## src/rtl/uart_tx_arbiter.sv

```systemverilog
// ---------------------------------------------------------------------------
// uart_tx_arbiter
//
// Purpose:
//   Round-robin arbiter that shares one UART transmitter between N byte-stream
//   requesters. The winner keeps the grant for a whole message, which ends
//   with the byte flagged by req_last. Bytes from different sources therefore
//   never interleave on the serial line. The block drives the transmitter's
//   byte/write handshake and watches its busy flag. If the transmitter never
//   accepts a byte, the block gives up after TIMEOUT cycles.
//
// Parameters:
//   N        number of requesters (2..8)
//   TIMEOUT  clk cycles allowed for tx_busy to rise after tx_wr asserts
//
// Ports:
//   clk          in   system clock, all logic on posedge
//   reset        in   asynchronous, active-low reset
//   req_valid    in   [N]    requester i presents a byte
//   req_data     in   [8N]   byte of requester i in bits [8i+7:8i]
//   req_last     in   [N]    presented byte ends requester i's message
//   req_ack      out  [N]    one-cycle pulse: byte of requester i taken
//   grant        out  [N]    one-hot current owner, 0 when no owner
//   tx_data      out  [8]    byte to transmitter data_in
//   tx_wr        out         to transmitter data_in_wr
//   tx_busy      in          from transmitter busy_tx
//   timeout_err  out         one-cycle pulse: transmitter never took a byte
//   idle         out         high only while in IDLE
// ---------------------------------------------------------------------------
module uart_tx_arbiter #(
  parameter int N       = 4,
  parameter int TIMEOUT = 1000000
) (
  input  logic           clk,
  input  logic           reset,
  input  logic [N-1:0]   req_valid,
  input  logic [8*N-1:0] req_data,
  input  logic [N-1:0]   req_last,
  output logic [N-1:0]   req_ack,
  output logic [N-1:0]   grant,
  output logic [7:0]     tx_data,
  output logic           tx_wr,
  input  logic           tx_busy,
  output logic           timeout_err,
  output logic           idle
);

  localparam int IW = (N > 1) ? $clog2(N) : 1;
  localparam int CW = $clog2(TIMEOUT + 1);

  localparam logic [1:0] ST_IDLE = 2'd0;
  localparam logic [1:0] ST_LOAD = 2'd1;
  localparam logic [1:0] ST_WR   = 2'd2;
  localparam logic [1:0] ST_SEND = 2'd3;

  localparam logic [CW-1:0] CNT_LAST = CW'(TIMEOUT - 1);
  localparam logic [CW-1:0] CNT_MAX  = {CW{1'b1}};
  localparam logic [IW-1:0] PTR_INIT = IW'(N - 1);

  // State and registered outputs
  logic [1:0]    state_reg, state_next;
  logic [N-1:0]  grant_reg, grant_next;
  logic [IW-1:0] owner_reg, owner_next;
  logic [IW-1:0] ptr_reg, ptr_next;
  logic [N-1:0]  ack_reg, ack_next;
  logic [7:0]    data_reg, data_next;
  logic          wr_reg, wr_next;
  logic          terr_reg, terr_next;
  logic          idle_reg, idle_next;
  logic          last_reg, last_next;
  logic [CW-1:0] cnt_reg, cnt_next;

  // Per-requester byte view of the packed data bus
  logic [7:0] req_byte [N];

  genvar gi;
  generate
    for (gi = 0; gi < N; gi++) begin : g_byte
      assign req_byte[gi] = req_data[8*gi +: 8];
    end
  endgenerate

  // Round-robin pick: the first valid requester found scanning from ptr+1
  // upward and wrapping. The scan ends at ptr itself, so the last owner
  // has the lowest priority.
  logic          sel_found;
  logic [IW-1:0] sel_idx;
  logic [IW:0]   cand;

  always_comb begin
    sel_found = 1'b0;
    sel_idx   = '0;
    cand      = '0;
    for (int k = 1; k <= N; k++) begin
      cand = {1'b0, ptr_reg} + (IW+1)'(k);
      if (cand >= (IW+1)'(N)) begin
        cand = cand - (IW+1)'(N);
      end
      if (!sel_found && req_valid[cand[IW-1:0]]) begin
        sel_found = 1'b1;
        sel_idx   = cand[IW-1:0];
      end
    end
  end

  always_comb begin
    state_next = state_reg;
    grant_next = grant_reg;
    owner_next = owner_reg;
    ptr_next   = ptr_reg;
    ack_next   = '0;
    data_next  = data_reg;
    wr_next    = wr_reg;
    terr_next  = 1'b0;
    last_next  = last_reg;
    cnt_next   = cnt_reg;

    case (state_reg)
      ST_IDLE: begin
        if (sel_found) begin
          grant_next          = '0;
          grant_next[sel_idx] = 1'b1;
          owner_next          = sel_idx;
          state_next          = ST_LOAD;
        end
      end

      // The lock is held here even while the owner has nothing to offer.
      // A message is never split by another source.
      ST_LOAD: begin
        if (req_valid[owner_reg]) begin
          data_next           = req_byte[owner_reg];
          last_next           = req_last[owner_reg];
          ack_next[owner_reg] = 1'b1;
          wr_next             = 1'b1;
          cnt_next            = '0;
          state_next          = ST_WR;
        end
      end

      // Busy is checked before the counter. A transmitter that accepts the
      // byte on the final allowed cycle still counts as a success.
      ST_WR: begin
        if (tx_busy) begin
          wr_next    = 1'b0;
          state_next = ST_SEND;
        end else if (cnt_reg == CNT_LAST) begin
          wr_next    = 1'b0;
          terr_next  = 1'b1;
          grant_next = '0;
          ptr_next   = owner_reg;
          state_next = ST_IDLE;
        end else if (cnt_reg != CNT_MAX) begin
          cnt_next = cnt_reg + CW'(1);
        end
      end

      ST_SEND: begin
        if (!tx_busy) begin
          if (last_reg) begin
            grant_next = '0;
            ptr_next   = owner_reg;
            state_next = ST_IDLE;
          end else begin
            state_next = ST_LOAD;
          end
        end
      end

      default: begin
        state_next = ST_IDLE;
        grant_next = '0;
        wr_next    = 1'b0;
      end
    endcase

    idle_next = (state_next == ST_IDLE);
  end

  always_ff @(posedge clk or negedge reset) begin
    if (!reset) begin
      state_reg <= ST_IDLE;
      grant_reg <= '0;
      owner_reg <= '0;
      ptr_reg   <= PTR_INIT;
      ack_reg   <= '0;
      data_reg  <= 8'h00;
      wr_reg    <= 1'b0;
      terr_reg  <= 1'b0;
      idle_reg  <= 1'b1;
      last_reg  <= 1'b0;
      cnt_reg   <= '0;
    end else begin
      state_reg <= state_next;
      grant_reg <= grant_next;
      owner_reg <= owner_next;
      ptr_reg   <= ptr_next;
      ack_reg   <= ack_next;
      data_reg  <= data_next;
      wr_reg    <= wr_next;
      terr_reg  <= terr_next;
      idle_reg  <= idle_next;
      last_reg  <= last_next;
      cnt_reg   <= cnt_next;
    end
  end

  assign grant       = grant_reg;
  assign req_ack     = ack_reg;
  assign tx_data     = data_reg;
  assign tx_wr       = wr_reg;
  assign timeout_err = terr_reg;
  assign idle        = idle_reg;

endmodule

```

## config.mk

```make
export PLATFORM = sky130hd
export DESIGN_NAME = uart_tx_arbiter
export DESIGN_NICKNAME = d
export VERILOG_FILES = /design/src/rtl/uart_tx_arbiter.sv
export SDC_FILE = /design/constraint.sdc
export NUM_CORES = 1
export LEC_CHECK = 0
export CORE_MARGIN = 5
export CORE_UTILIZATION = 51
export CTS_CLUSTER_DIAMETER = 200
export DETAILED_ROUTE_END_ITERATION = 8
export GPL_TIMING_DRIVEN = 1
export PLACE_DENSITY_LB_ADDON = 0.05
export SLEW_MARGIN = 10
export SYNTH_ARGS = -nofsm -noshare
export SYNTH_HDL_FRONTEND = slang
export SYNTH_SLANG_ARGS = --single-unit
```

## constraint.sdc

```tcl
create_clock -name clk -period 2.95 [get_ports clk]
set_input_delay 0.295 -clock clk [delete_from_list [all_inputs] [get_ports clk]]
set_output_delay 0.295 -clock clk [all_outputs]
set_load 0.02 [all_outputs]
```

==> impl_metrics.ini <==
[detailed_routing]
wl_per_cell_um = 16.69
drt_first_pass_iters = 4
drc_errors = 0
antenna_left = 0
routed_wl_mm = 7.227
vias_per_cell = 5.975
first_iter_violations = 145
vias = 2587

[clock_tree]
cts_setup_buffers = 0
cts_max_level = 2
cts-root-buf = clkbuf_8
cts_resized = 0
cts_max_path_buffers = 2
numCtsBuffers = 5
cts_tree = done
clkTransAtPathRegs_ns = 0.09
cts_hold_buf = 0
clock_sinks = 46
clk_latency_ns = 0.30

[placement]
port_buffers = 61
dp_slack_ns = 0.3113
dpl.hpwl_mm = 5.358
placed_area_um2 = 3556
dp_cells = 425
gp_congestion = 0.7899

[power_and_ir_drop]
power.share.combinational_pct = 52.0
internal-power_mw = 1.626
p_clk_share_pct = 14.7
power_leakage_nw = 1.471
p_seq_share_pct = 33.4
vdd_drop_max_v = 0.0005372
power_density_nw_per_um2 = 744.8
swShare_pct = 40.16
total_power_mw = 2.716
switchingPower_mw = 1.091

[setup_path]
cp_cell_sequence = inv_1, ha_1, nor2b_1, a222oi_1, buf_4, a21o_2, buf_4, or4_2, nand3_1
critical-path-top-delay-family = simple AND/OR/NAND/NOR gates
r2r_end = cnt_reg[8]
crit_path_max_fanout = 14
critPathArrivalTime_ns = 2.90
critPathBufInv = 3
worst-r2r-setup-slack_ns = 0.29
startpoint_type = register
crit_slowest_cell = or4_2
worst_ep_required_time_ns = 3.19
reg2reg_depth = 9
worstSetupPathType = reg2reg
timing.rr.start = state_reg[1]
max_stage_delay_ns = 0.60
crit_top_cell = buf_4
worstSetupEndpointType = register

[final_layout]
multi_input_area_um2 = 1597
layout-drive-gt1-share_pct = 12.74
final_cell_mix = 60 x clkdlybuf4s50_1, 54 x nand2_1, 43 x dfrtp_1
antenna_cells = 0
mostFrequentLayoutCell = clkdlybuf4s50_1
fillers = 460
largest_reg_flops = 20
final_util_pct = 66.64
finalNonFillerCells = 433
syn_to_final_growth_pct = 27.52
final_area_um2 = 3647
seqCellArea_um2 = 1155
final_net_count = 409

[logic_synthesis]
syn_area_per_cell_um2 = 9.663
netlist-cell-type-count = 66
synthFlopType = dfrtp_1
syn_area_um2 = 2860
async_flop_share_pct = 100.0
synth_cells = 296
synth_edf_count = 0
ys_seq_elements = 46
syn_nets = 345
ys_seq_area_share_pct = 40.38
ys_warn_count = 0

[sta]
tightestPinTransition_ns = 1.014
hold_viol = 0
relSlewSlack_pct = 32.41
setup_tns_ns = 0
setup_viol = 0
min_period_over_period_pct = 90.06
grt_setup_unrepaired = false
finalCriticalPeriod_ns = 2.657
worst_clock_skew_ns = 0.006970
holdWs_ns = 0.1543
fmax_ghz = 0.3764
drv_slew = 0
worst_slack_ns = 0.2932

[global_routing]
track_usage_pct = 21.10
grt_pass1_vias = 2536
antenna_found_initial = 0
grt_max_degree = 46
grt_pass1_wl_mm = 12.32
grt_overflow = 0

[min_path]
hold_path_class = in2async

[floorplanning]
ioPinCount = 62
dieArea_um2 = 7206
start_util_pct = 52.26
die_h_um = 84.89
core_um2 = 5473
rows = 27
fp.dieW_um = 84.89

[flow_run]
max_cap_violations = 0

[run_status]
status = finished, final reports clean
[cells by family after synthesis]
group                      synth area share (%)
AOI/OAI and AO/OA                         16.67
muxes                                     10.15
xor gates and xnor gates                 0.3063
adders and majority gates                 2.625
DFF                                       40.38
and+or+nand+nor                           26.07
buffers and inverters                     3.806
[worst max path at each step]
| stage | endpoint | from | depth (start not counted) |
|---|---|---|---|
| after floorplan | cnt_reg[9] | state_reg[1] | 8 |
| after global placement | cnt_reg[8] | req_valid[2] | 8 |
| after detailed placement | cnt_reg[8] | state_reg[1] | 9 |
| after CTS | cnt_reg[8] | state_reg[1] | 9 |
| after global routing | cnt_reg[8] | state_reg[1] | 9 |
| final | cnt_reg[8] | state_reg[1] | 9 |
[metal layers]
metal,wire [um],vias to the layer above,global-route usage [%]
met4,136,0,6.906
met2,3522,87,34.73
met3,373,11,4.757
li1,-,1249,-
met5,0,-,0
met1,3194,1240,27.67
[cells in the mapped netlist (all sizes together), types with 3 or more instances]
cell / number / area, um^2
a21oi: 9 / 45.04
a221oi: 4 / 47.55
a22oi: 3 / 22.52
a31oi: 4 / 25.02
and2: 5 / 31.28
and3: 4 / 25.02
and4: 3 / 26.28
buf: 7 / 45.04
clkbuf: 6 / 22.52
dfrtp: 43 / 1076
dfstp: 3 / 78.83
ha: 6 / 75.07
inv: 10 / 37.54
mux2: 6 / 67.56
mux4: 9 / 202.7
nand2: 54 / 202.7
nand2b: 8 / 52.55
nand3: 18 / 90.09
nand4: 6 / 37.54
nor2: 13 / 48.80
nor3: 5 / 30.03
nor4: 6 / 58.80
o211ai: 5 / 37.54
o21ai: 8 / 40.03
o2bb2ai: 4 / 35.03
o311ai: 4 / 35.04
or3: 6 / 37.54
or4: 6 / 50.05
[final cells by class]
type	instances	area share, %
clock buffer	7	2.367
clock inverter	1	0.1372
inverter	11	1.132
multi-input combinational	226	43.77
sequential	46	31.66
tap	72	2.470
timing repair buffer	70	18.46
[power groups by stage]
| stage | Sequential (mW) | Combinational (mW) | Clock (mW) |
|---|---|---|---|
| floorplan | 1.01 | 0.824 | 0 |
| global placement | 0.913 | 1.40 | 0 |
| detailed placement | 0.917 | 1.42 | 0 |
| CTS | 0.905 | 1.42 | 0.414 |
| global route | 0.930 | 1.54 | 0.436 |
| finish | 0.906 | 1.41 | 0.399 |
No activity file was read; power rests on OpenSTA's default activity.
